$ cat src/rtl/icw_sequence_controller.sv
`default_nettype none
// ============================================================================
//  Module      : icw_sequence_controller
//  Description : Initialization command word (ICW1..ICW4) sequencer for an
//                8259-style interrupt controller. Captures the configuration
//                fields written during the init sequence, reports READY and
//                forwards odd-address writes made after init as OCW1 strobes.
//  Revision    : 1.0 - initial release
// ============================================================================
module icw_sequence_controller #(
   parameter int          NUM_IR           = 8,
   parameter logic [4:0]  ICW4_RESET_VALUE = 5'b00000
) (
   input  logic              clock,
   input  logic              reset,

   input  logic              write_initial_command_word_1,
   input  logic              write_odd_address,
   input  logic [7:0]        internal_data_bus,

   // ICW1 fields
   output logic              level_or_edge_triggered_config,
   output logic              single_or_cascade_config,
   output logic              call_address_interval_4_or_8_config,

   // ICW2 field
   output logic [4:0]        interrupt_vector_address,

   // ICW3 field
   output logic [NUM_IR-1:0] cascade_device_config,

   // ICW4 fields
   output logic              special_fully_nest_config,
   output logic              buffered_mode_config,
   output logic              buffered_master_or_slave_config,
   output logic              auto_eoi_config,
   output logic              u8086_or_mcs80_config,

   // Post-init operation and status
   output logic              write_operation_control_word_1,
   output logic              initialization_done,
   output logic [2:0]        init_state
);

   // ------------------------------------------------------------------------
   // State encoding
   // ------------------------------------------------------------------------
   localparam logic [2:0] S_IDLE      = 3'd0;
   localparam logic [2:0] S_WAIT_ICW2 = 3'd1;
   localparam logic [2:0] S_WAIT_ICW3 = 3'd2;
   localparam logic [2:0] S_WAIT_ICW4 = 3'd3;
   localparam logic [2:0] S_READY     = 3'd4;

   // ------------------------------------------------------------------------
   // Registers
   // ------------------------------------------------------------------------
   logic [2:0]        r_state;
   logic              r_ltim;       // ICW1 D3
   logic              r_adi;        // ICW1 D2
   logic              r_sngl;       // ICW1 D1
   logic              r_ic4;        // ICW1 D0, decides whether ICW4 follows
   logic [4:0]        r_vector;     // ICW2 D7..D3
   logic [NUM_IR-1:0] r_cascade;    // ICW3
   logic [4:0]        r_icw4;       // {SFNM,BUF,M/S,AEOI,uPM}
   logic              r_ocw1;

   // ------------------------------------------------------------------------
   // Decoded write qualifiers. ICW1 always wins, so an odd write that
   // coincides with it is dropped here once for every consumer below.
   // ------------------------------------------------------------------------
   logic       w_odd_write;
   logic       w_wr_icw2;
   logic       w_wr_icw3;
   logic       w_wr_icw4;
   logic       w_wr_ocw1;
   logic [2:0] w_next_state;

   assign w_odd_write = write_odd_address & ~write_initial_command_word_1;
   assign w_wr_icw2   = w_odd_write & (r_state == S_WAIT_ICW2);
   assign w_wr_icw3   = w_odd_write & (r_state == S_WAIT_ICW3);
   assign w_wr_icw4   = w_odd_write & (r_state == S_WAIT_ICW4);
   assign w_wr_ocw1   = w_odd_write & (r_state == S_READY);

   // Next-state selection; ICW1 restarts the sequence from any state
   always_comb begin
      w_next_state = r_state;
      if (write_initial_command_word_1) begin
         w_next_state = S_WAIT_ICW2;
      end else if (write_odd_address) begin
         case (r_state)
            S_WAIT_ICW2: begin
               if (!r_sngl)
                  w_next_state = S_WAIT_ICW3;
               else if (r_ic4)
                  w_next_state = S_WAIT_ICW4;
               else
                  w_next_state = S_READY;
            end
            S_WAIT_ICW3: begin
               if (r_ic4)
                  w_next_state = S_WAIT_ICW4;
               else
                  w_next_state = S_READY;
            end
            S_WAIT_ICW4: w_next_state = S_READY;
            S_READY:     w_next_state = S_READY;
            S_IDLE:      w_next_state = S_IDLE;
            default:     w_next_state = S_IDLE;
         endcase
      end
   end

   // State register
   always_ff @(posedge clock) begin
      if (reset)
         r_state <= S_IDLE;
      else
         r_state <= w_next_state;
   end

   // ICW1 fields: only loaded by ICW1 itself
   always_ff @(posedge clock) begin
      if (reset) begin
         r_ltim <= 1'b0;
         r_adi  <= 1'b0;
         r_sngl <= 1'b0;
         r_ic4  <= 1'b0;
      end else if (write_initial_command_word_1) begin
         r_ltim <= internal_data_bus[3];
         r_adi  <= internal_data_bus[2];
         r_sngl <= internal_data_bus[1];
         r_ic4  <= internal_data_bus[0];
      end
   end

   // ICW2 vector base: cleared by ICW1, loaded in WAIT_ICW2
   always_ff @(posedge clock) begin
      if (reset || write_initial_command_word_1)
         r_vector <= 5'd0;
      else if (w_wr_icw2)
         r_vector <= internal_data_bus[7:3];
   end

   // ICW3 cascade map: cleared by ICW1, loaded in WAIT_ICW3
   always_ff @(posedge clock) begin
      if (reset || write_initial_command_word_1)
         r_cascade <= '0;
      else if (w_wr_icw3)
         r_cascade <= internal_data_bus[NUM_IR-1:0];
   end

   // ICW4 mode bits: return to the reset value on ICW1, loaded in WAIT_ICW4
   always_ff @(posedge clock) begin
      if (reset || write_initial_command_word_1)
         r_icw4 <= ICW4_RESET_VALUE;
      else if (w_wr_icw4)
         r_icw4 <= internal_data_bus[4:0];
   end

   // OCW1 strobe: one cycle after an odd write accepted in READY
   always_ff @(posedge clock) begin
      if (reset)
         r_ocw1 <= 1'b0;
      else
         r_ocw1 <= w_wr_ocw1;
   end

   // ------------------------------------------------------------------------
   // Outputs
   // ------------------------------------------------------------------------
   assign level_or_edge_triggered_config      = r_ltim;
   assign call_address_interval_4_or_8_config = r_adi;
   assign single_or_cascade_config            = r_sngl;

   assign interrupt_vector_address            = r_vector;
   assign cascade_device_config               = r_cascade;

   assign special_fully_nest_config           = r_icw4[4];
   assign buffered_mode_config                = r_icw4[3];
   assign buffered_master_or_slave_config     = r_icw4[2];
   assign auto_eoi_config                     = r_icw4[1];
   assign u8086_or_mcs80_config               = r_icw4[0];

   assign write_operation_control_word_1      = r_ocw1;
   assign initialization_done                 = (r_state == S_READY);
   assign init_state                          = r_state;

endmodule
`default_nettype wire

$ cat config.mk
export PLATFORM = sky130hd
export DESIGN_NAME = icw_sequence_controller
export DESIGN_NICKNAME = d
export VERILOG_FILES = /design/src/rtl/icw_sequence_controller.sv
export SDC_FILE = /design/constraint.sdc
export NUM_CORES = 1
export LEC_CHECK = 0
export CAP_MARGIN = 0
export CELL_PAD_IN_SITES_DETAIL_PLACEMENT = 1
export CELL_PAD_IN_SITES_GLOBAL_PLACEMENT = 2
export CORE_ASPECT_RATIO = 1.75
export CORE_MARGIN = 2
export CORE_UTILIZATION = 37
export CTS_CLUSTER_DIAMETER = 200
export CTS_CLUSTER_SIZE = 16
export DETAILED_ROUTE_END_ITERATION = 8
export DONT_BUFFER_PORTS = 1
export PLACE_DENSITY_LB_ADDON = 0.1
export REMOVE_ABC_BUFFERS = 1
export SLEW_MARGIN = 20
export SYNTH_ARGS = -nofsm -noshare
export SYNTH_HDL_FRONTEND = slang
export SYNTH_SLANG_ARGS = --single-unit
$ cat constraint.sdc
create_clock -name clock -period 3.5 [get_ports clock]
set_input_delay 0.875 -clock clock [delete_from_list [all_inputs] [get_ports clock]]
set_output_delay 0.875 -clock clock [all_outputs]
set_load 0.03 [all_outputs]
==> reports/qor.yml <==
placement:
  gp_congestion: 0.701
  port_buffers: 0
  hpwl_um: 1820
  place_area_mm2: 0.00107
cells_and_area:
  area_growth_pct: 7.90
  drive_gt1_frac: 0.0811
  fin_nets: 124
  final_cell_mix: "nand2_1, dfxtp_1, mux2i_1, nand2b_1, nor2_1"
  mostFrequentLayoutCell: "nand2_1"
  stdcell_area_mm2: 0.00114
  antennaDiodeCount: 0
clock_network:
  cts_hold_buf: 0
  cts-root-buf: "clkbuf_8"
  cts-resized-gates: 0
  clk_pin_slew_worst_paths_ns: 0.09
  clock_latency_ns: 0.27
  htreeDepth: 1
  postCtsSetupBuffers: 0
  cts_tree: "done"
  numCtsBuffers: 3
  cts_num_sinks: 26
  cts_buffer_depth: 2
worst_hold_path:
  min-delay-start: "r_ic4"
  worst_hold_path.endpoint: "r_ic4"
  holdPathStages: 2
  hold_path.class: "reg -> reg"
global_routing:
  grt_start_max_net_pins: 29
  grt_pass1_vias: 821
  grt_overflow: 0
  track_usage: 0.162
  grt_first_pass_wirelength_um: 3850
  antenna_found_initial: 0
yosys:
  ys_warn_count: 0
  synthCells: 112
  synth_top_area_share: 0.491
  synth_area_leaders: "dfxtp_1, mux2i_1, nand2_1"
  synth_cell_types: 22
  yosysTopAreaCell: "dfxtp_1"
  syn_area_mm2: 0.00106
  syn_avg_cell_area_um2: 9.47
  synth_seq_area_share: 0.491
  ys_ff_latch: 26
critical_path:
  required_ns: 2.62
  critPathLaunchType: "flip-flop"
  crit_arrival_ns: 1.46
  cp_top_family: "simple AND/OR/NAND/NOR gates"
  worstReg2RegEnd: "r_icw4[1]"
  timing.rr.start: "init_state[0]"
  crit_path_end_kind: "output pin"
  worstRegToRegCells: 3
  path_max_fanout: 10
  slowest_stage: "dfxtp_1"
  crit_type: "reg -> out"
  r2r_slack_ns: 1.86
  slowest_delay_ns: 0.49
  worst-path-buf-inv: 0
  crit_path_cell_trace: "nand2b_1 -> nor2_1"
routing:
  first_pass_iters: 4
  top_layer_used: "met4"
  drc_errors: 0
  routed_wl_um: 2420
  met2RoutedLength_um: 1330
  via_per_inst: 5.42
  wl_met1_um: 926
  dr_wl_met3_um: 134
  drtIter0Drc: 10
  wl_per_cell_um: 17.5
  ant_nets: 0
  vias: 748
run_status:
  status: "finished clean"
sta:
  maxSlewViolCount: 0
  worst_hold_slack_ns: 0.567
  setup_viol: 0
  fmax_mhz: 429
  slew_headroom: 0.630
  hold_viol_final: 0
  skew_ns: 0.00632
  tns_ns: 0
  worstMarginPinSlew_ns: 0.553
  rsz0062_at_grt: "no"
  fin_crit_ns: 2.33
  period_share: 0.666
power_and_ir_drop:
  leakagePower_nw: 0.462
  irDropWorstVdd_uv: 242
  power_density_mw_per_mm2: 513
die:
  die_w_um: 44.5
  placementRows: 25
  die_h_um: 74.8
  die_area_mm2: 0.00333
  ioPinCount: 38
  coreArea_mm2: 0.00272
  start_util: 0.390
flow_run:
  drv_cap: 0
-- worst max path at each step --
| stage | startpoint | endpoint | slack, ns | depth (start not counted) |
|---|---|---|---|---|
| 3_5_place_dp | init_state[0] | initialization_done | 1.46 | 2 |
| 2_1_floorplan | init_state[0] | initialization_done | 1.55 | 2 |
| 3_3_place_gp | init_state[0] | initialization_done | 1.47 | 2 |
| 6_report | init_state[0] | initialization_done | 1.17 | 2 |
| 4_1_cts | init_state[0] | initialization_done | 1.15 | 2 |
| 5_1_grt | init_state[0] | initialization_done | 1.06 | 2 |
-- logic make-up after synthesis --
kind of cell	after synthesis	synth area share
compound gates	7	0.0483
mux	22	0.208
flops	26	0.491
simple gates	49	0.219
buf+inv	8	0.0342
-- sequential cells by signal (all words and copies together) (netlist names) --
name and count:
r_icw4 5, cascade_device_config 8, init_state 3, single_or_cascade_config 1, call_address_interval_4_or_8_config 1, interrupt_vector_address 5
level_or_edge_triggered_config 1, r_ic4 1, write_operation_control_word_1 1
-- routing by layer --
| layer | track usage | up-vias |
|---|---|---|
| li1 | - | 370 |
| met1 | 0.178 | 357 |
| met2 | 0.283 | 19 |
| met3 | 0.0336 | 2 |
| met4 | 0.0808 | 0 |
| met5 | 0 | - |
-- synth_stat cells --
master / count
o221a_2: 1
nand3b_1: 1
nor4_1: 1
nand2_1: 27
nor2b_1: 1
clkbuf_1: 1
nor2_1: 6
dfxtp_1: 26
o21ai_0: 1
nor2_2: 1
nand3_1: 1
or3_1: 2
buf_2: 5
a22oi_1: 1
nor3_2: 2
nand2b_1: 6
a211o_1: 1
inv_1: 2
a21oi_1: 2
o41ai_1: 1
nor3b_1: 1
mux2i_1: 22
-- final cells by class --
class / instances / area (um2)
fillers: 323 / 1580
clock inverters: 1 / 30.0
clock buffers: 3 / 41.3
flip-flops and latches: 26 / 520
repair buffers: 1 / 7.51
inverters: 2 / 7.51
multi-input cells: 78 / 504
well taps: 27 / 33.8
-- metrics by stage --
step,setup WS [ns],utilization,cells,power (mW)
5_1_grt,1.06,0.421,138,0.613
4_1_cts,1.15,0.421,138,0.593
6_report,1.17,0.421,138,0.587
2_1_floorplan,1.55,-,106,0.339
3_3_place_gp,1.47,0.394,134,0.346
3_5_place_dp,1.46,0.394,134,0.347
-- where the power goes --
group / total (mW) / switching [mW] / leakage (nW) / internal (mW)
combinational: 0.0252 / 0.0147 / 0.216 / 0.0105
sequential: 0.314 / 0.0136 / 0.211 / 0.300
clock: 0.248 / 0.0952 / 0.0357 / 0.153
-- worst reg2reg max path: cells and delay by family (launching register included) --
family / cells / cell delay [ns]
and+or+nand+nor: 2 / 0.69
DFF: 1 / 0.66
muxes: 1 / 0.18
Note: power is estimated with default switching activity, not from simulation.
